==> src/rtl/fetch_stage_unit.sv <==
// IF stage: owns the PC, runs a single-outstanding imem handshake and drives the IF/ID register.
// One record per cycle with latency-1 memory; stall/flush park a returning word in a hold buffer.
module fetch_stage_unit #(
  parameter logic [31:0] RESET_PC  = 32'h0000_0000,
  parameter logic [31:0] NOP_INSTR = 32'h0000_0013
) (
  input  logic        clk,
  input  logic        rst,
  input  logic        stall,
  input  logic        flush,
  input  logic        redirect,
  input  logic [31:0] redirect_pc,
  output logic        imem_req,
  output logic [31:0] imem_addr,
  input  logic        imem_rvalid,
  input  logic [31:0] imem_rdata,
  output logic [31:0] instr,
  output logic [31:0] pc,
  output logic [31:0] pc_plus4,
  output logic        valid
);

  typedef enum logic [1:0] {S_REQ, S_WAIT, S_HOLD} state_t;

  state_t      state;
  logic [31:0] fetch_pc;
  logic [31:0] hold_instr;
  logic        drop;

  logic [31:0] fetch_pc_inc;
  logic [31:0] redirect_tgt;
  logic        resp_live;
  logic        advance;

  assign fetch_pc_inc = fetch_pc + 32'd4;
  assign redirect_tgt = redirect_pc & ~32'd3;
  assign resp_live    = (state == S_WAIT) && imem_rvalid && !drop;
  // A live response goes straight to IF/ID only when nothing holds or kills the stage.
  assign advance      = resp_live && !redirect && !flush && !stall;

  always_comb begin
    imem_req  = 1'b0;
    imem_addr = fetch_pc;
    if (!rst) begin
      if (state == S_REQ) begin
        imem_req = !redirect;
      end else if (advance) begin
        imem_req  = 1'b1;
        imem_addr = fetch_pc_inc;
      end
    end
  end

  always_ff @(posedge clk or posedge rst) begin
    if (rst) begin
      state      <= S_REQ;
      fetch_pc   <= RESET_PC;
      drop       <= 1'b0;
      hold_instr <= NOP_INSTR;
      instr      <= NOP_INSTR;
      pc         <= 32'd0;
      pc_plus4   <= 32'd0;
      valid      <= 1'b0;
    end else begin
      if (redirect || flush) begin
        instr <= NOP_INSTR;
        valid <= 1'b0;
      end else if (!stall) begin
        if (advance) begin
          instr    <= imem_rdata;
          pc       <= fetch_pc;
          pc_plus4 <= fetch_pc_inc;
          valid    <= 1'b1;
        end else if (state == S_HOLD) begin
          instr    <= hold_instr;
          pc       <= fetch_pc;
          pc_plus4 <= fetch_pc_inc;
          valid    <= 1'b1;
        end else begin
          instr <= NOP_INSTR;
          valid <= 1'b0;
        end
      end

      if (redirect) begin
        fetch_pc <= redirect_tgt;
        case (state)
          S_WAIT: begin
            // Without a response yet, the in-flight word must be swallowed when it lands.
            if (imem_rvalid) begin
              drop  <= 1'b0;
              state <= S_REQ;
            end else begin
              drop <= 1'b1;
            end
          end
          default: state <= S_REQ;
        endcase
      end else begin
        case (state)
          S_REQ: state <= S_WAIT;
          S_WAIT: begin
            if (imem_rvalid) begin
              if (drop) begin
                drop  <= 1'b0;
                state <= S_REQ;
              end else if (stall || flush) begin
                hold_instr <= imem_rdata;
                state      <= S_HOLD;
              end else begin
                fetch_pc <= fetch_pc_inc;
              end
            end
          end
          S_HOLD: begin
            if (!stall && !flush) begin
              fetch_pc <= fetch_pc_inc;
              state    <= S_REQ;
            end
          end
          default: state <= S_REQ;
        endcase
      end
    end
  end

endmodule

==> config.mk <==
export PLATFORM = sky130hd
export DESIGN_NAME = fetch_stage_unit
export DESIGN_NICKNAME = d
export VERILOG_FILES = /design/src/rtl/fetch_stage_unit.sv
export SDC_FILE = /design/constraint.sdc
export NUM_CORES = 1
export LEC_CHECK = 0
export CAP_MARGIN = 15
export CELL_PAD_IN_SITES_DETAIL_PLACEMENT = 0
export CELL_PAD_IN_SITES_GLOBAL_PLACEMENT = 1
export CORE_UTILIZATION = 42
export CTS_BUF_LIST = sky130_fd_sc_hd__clkbuf_8
export DETAILED_ROUTE_END_ITERATION = 16
export PLACE_DENSITY = 0.95
export SYNTH_ARGS = -nofsm -noshare
export SYNTH_HDL_FRONTEND = slang
export SYNTH_SLANG_ARGS = --single-unit
==> constraint.sdc <==
create_clock -name clk -period 10.2 [get_ports clk]
set_input_delay 1.02 -clock clk [delete_from_list [all_inputs] [get_ports clk]]
set_output_delay 1.02 -clock clk [all_outputs]
set_load 0.005 [all_outputs]
After elaboration in Yosys (flattened, before gate mapping). Cells that the tools add are included.

Add/subtract/negate cells: 1. $mul: 0. Divide/modulo/power cells: 0. Magnitude comparators: 0. Eq/ne operators: 9. Shifts and indexed selects: 0. Mux-type cells: 37. Bitwise gates (word level): 4. Reduce and logical (&&, ||, !) cells: 21.

Operators by type and width (count): $mux 32 (16); $pmux 32 s2 (1); $add 32x3->32 const B (1); $mux 2 (7); $mux 1 (12); $reduce_and 5->1 (2); $ne 3x3->1 const B (3); $logic_and 1x1->1 (6); $pmux 2 s3 (1); $reduce_and 3->1 (2); $logic_not 1->1 (4); $ne 4x3->1 const B (1); $not 1->1 (4); $reduce_bool 2->1 (2); $ne 3x2->1 const B (1); $reduce_bool 3->1 (1); $eq 2x1->1 const B (1); $eq 2x2->1 const B (1); $logic_not 2->1 (1); $logic_or 1x1->1 (2); $ne 2x1->1 const B (1); $ne 2x2->1 const B (1); $reduce_and 2->1 (1).

Register bits: 164. Bits in latches: 0. Memory bits (writable): 0. ROM bits: 0. Output and inout bits: 130. Word-level logic and storage cells: 80. Memories kept: 0.

Logic depth before layout (Yosys ltp).
Word-level depth: 9. Gate-level depth with buffers: 7. Mapped depth without buffers: 6.

Worst setup path after synthesis. Ideal clock, no wire load.

Path kind: in2out. Start point: input port redirect. End point: output port imem_addr[19]. Arrival time: 2359 ps. Path slack: 6821 ps. Stages: 7. Path buffers: 2. Path through: nor3_1 -> nand2_2 -> or3_1 -> buf_2 -> buf_6 -> nor2_1 -> xor2_1.

Longest elaborated chain between the ends: 7.

RTL lines: start: declaration (line 11) `input logic redirect,`; $logic_not 1->1 (line 39) `assign advance = resp_live && !redirect && !flush && !stall;`; $logic_and 1x1->1 (3 in series) (line 39); $mux 32 (line 47) `end else if (advance) begin`; $mux 32 (line 45) `if (state == S_REQ) begin`; $mux 32 (line 44) `if (!rst) begin`; end: declaration (line 14) `output logic [31:0] imem_addr,`.

No other way between the ends.

Final worst setup path.
Start point: input port redirect. End point: output port imem_addr[20].

The elaborated chain is that of the path after synthesis.

==> impl_metrics.json <==
{
  "grt_max_degree": 94,
  "fin_tns_setup_ps": 0,
  "p_clk_share_pct": 23.7,
  "rsz0062_at_grt": "no",
  "max_stage_delay_ps": 940,
  "cp_slowest_cell": "or3_1",
  "yosys-top-cells-area": "dfrtp_1, mux2_2, nand2_1",
  "worst_setup_path_start_kind": "input port",
  "post-cts-setup-buffers": 0,
  "drv_slew": 0,
  "place_area_um2": 9670,
  "critPathTopFamily": "simple AND/OR/NAND/NOR gates",
  "dieArea_um2": 18900,
  "holdBufCountCts": 0,
  "end_kind": "primary output",
  "via_count": 5766,
  "grt_pass1_wl_um": 29200,
  "status": "complete, no violations",
  "viasPerCell": 5.08,
  "clock_sinks": 158,
  "cts.clk_slew.worst_paths_ps": 80,
  "ios": 200,
  "firstDrtPassIters": 7,
  "numPortBuffers": 191,
  "synth_flop_cell": "dfrtp_1",
  "rows": 49,
  "clockBufferDepth": 2,
  "vdd_drop_max_mv": 0.0921,
  "yosysMostFrequentCell": "dfrtp_1",
  "grt-ovfl-total": 0,
  "dp_hpwl_um": 12600,
  "cellPowerDensity_nw_per_um2": 194,
  "critPathMaxFanout": 67,
  "synth_common_cells": "dfrtp_1, nand2_1, o21ai_0",
  "synth_top_area_share_pct": 49.5,
  "hold_class": "reg2reg",
  "grt_pass1_vias": 5685,
  "syn_inst": 737,
  "grt_usage_pct": 20.3,
  "wl_met3_um": 1270,
  "coreArea_um2": 18000,
  "drive_gt1_share_pct": 13.4,
  "timing.critical_path.buf_inv": 3,
  "synth_cell_types": 47,
  "critical_path.cell_chain": "buf_2 -> buf_4 -> nor3_1 -> nand2_2 -> or3_1 -> or3_1 -> nand2_1 -> clkdlybuf4s50_1",
  "final_area_um2": 10100,
  "ys_warn_count": 0,
  "synth_edf_count": 0,
  "drt_first_iter_violations": 244,
  "fin_crit_ps": 5740,
  "drt-total-wl_um": 18600,
  "synth_area_leader_cell": "dfrtp_1",
  "area_growth_pct": 31.0,
  "leakage_uw": 0.00430,
  "ys_ff_latch": 158,
  "p_sw_uw": 570,
  "die-width_um": 137,
  "cp.required_ps": 9180,
  "clk_latency_ps": 450,
  "gp_congestion": 0.778,
  "die_h_um": 137,
  "finalClockSkew_ps": 14.0,
  "wl_met1_um": 8310,
  "cts_buffers": 17,
  "setup_viol": 0,
  "diodes": 0,
  "critical_path_class": "in2out",
  "top_layer": "met4",
  "drc_errors": 0,
  "tightest_slew_ps": 1050,
  "ctsResizeCount": 0,
  "slew_headroom_pct": 29.7,
  "sequentialPowerShare_pct": 47.4,
  "cts_tree": "built",
  "post_drt_wl_per_cell_um": 16.4,
  "postRouteAntennaNets": 0,
  "internal-power_uw": 1390,
  "yosysSeqAreaShare_pct": 51.5,
  "combPwrFrac_pct": 28.8,
  "fmax_mhz": 174,
  "arrival_ps": 4720,
  "crit_top_cell": "or3_1",
  "p_sw_share_pct": 29.1,
  "clockRootBuffer": "clkbuf_8",
  "antenna_found_initial": 0,
  "nNetsFinal": 964,
  "syn_area_per_cell_um2": 10.4,
  "wl_met2_um": 8890,
  "syn_area_um2": 7690,
  "finalHoldViolCount": 0,
  "postSynth.asyncResetShare_pct": 100,
  "drv_cap": 0,
  "htreeDepth": 4,
  "fillers": 1554,
  "period_share_pct": 56.3,
  "start_util_pct": 42.8
}
path summary, 6_finish.rpt:
check | startpoint | to | slack (ps) | depth (start not counted)
max | redirect | imem_addr[20] | 4460 | 8
max reg2reg | state[0] | pc[8] | 7340 | 4
min in group asynchronous | rst | hold_instr[28] | 1160 | 2
min reg2reg | valid | valid | 480 | 2
max in group asynchronous | rst | hold_instr[9] | 7670 | 3
min | valid | valid | 480 | 2
worst reg2reg max path: cells and delay by family (launching register included):
family,cells,cell delay (ps)
buffers and inverters,1,850
AO/OA/AOI/OAI,1,630
flip-flops,1,480
multiplexers,1,480
AND/OR/NAND/NOR,1,320
power by group through the flow:
stage | Sequential, uW | Combinational (uW) | Clock, uW
CTS | 930 | 573 | 479
floorplan | 911 | 268 | 0
global placement | 932 | 558 | 0
finish | 928 | 564 | 464
detailed placement | 942 | 570 | 0
global route | 955 | 618 | 503
through the flow:
stage | setup WS (ps) | hold slack, ps | total power (uW) | cells | utilization (%)
after floorplan | 4930 | 458 | 1180 | 742 | -
after global placement | 4410 | 460 | 1490 | 1103 | 53.8
after detailed placement | 4380 | 462 | 1510 | 1103 | 53.8
after CTS | 4390 | 484 | 1980 | 1135 | 56.1
after global routing | 4210 | 504 | 2080 | 1135 | 56.1
final | 4460 | 477 | 1960 | 1135 | 56.1
routing by layer:
metal	track usage (%)	up-vias
li1	-	2799
met1	25.8	2807
met2	33.3	149
met3	6.66	11
met4	4.64	0
met5	0	-
cell type report:
| type | count | area (um^2) | area share, % |
|---|---|---|---|
| flip-flops and latches | 158 | 3960 | 39.3 |
| clock inverters | 14 | 151 | 1.50 |
| repair buffers | 199 | 1970 | 19.5 |
| well taps | 229 | 287 | 2.85 |
| inverters | 2 | 12.5 | 0.124 |
| clock buffers | 18 | 248 | 2.46 |
| multi-input cells | 515 | 3440 | 34.2 |
cells by family after synthesis:
kind of cell / Yosys count / synth area share, %
flip-flops: 158 / 51.5
XOR/XNOR: 82 / 9.34
buffers and inverters: 69 / 4.30
AND/OR/NAND/NOR: 229 / 14.2
adder cells (fa/ha/maj): 1 / 0.163
other: 1 / 0.0488
multiplexers: 95 / 13.4
AO/OA/AOI/OAI: 102 / 7.01
cell usage in the layout, fill, tap and decap left out, types with 7 or more instances in the layout:
master             n
xor2_1            50
mux2i_1           30
o21ai_0           83
clkbuf_8          18
xnor2_1           32
nand3_1           23
nand2_1          127
nor3_1             7
buf_4              8
mux2_2            62
nand4_1           21
nor2_1            21
clkdlybuf4s50_1  190
dfrtp_1          152
state kept, by name, summed over array words and instances (netlist names):
name	count
drop	1
fetch_pc	30
hold_instr	32
instr	32
pc	30
pc_plus4	30
state	2
valid	1
Power figures use the tool's default switching activity.
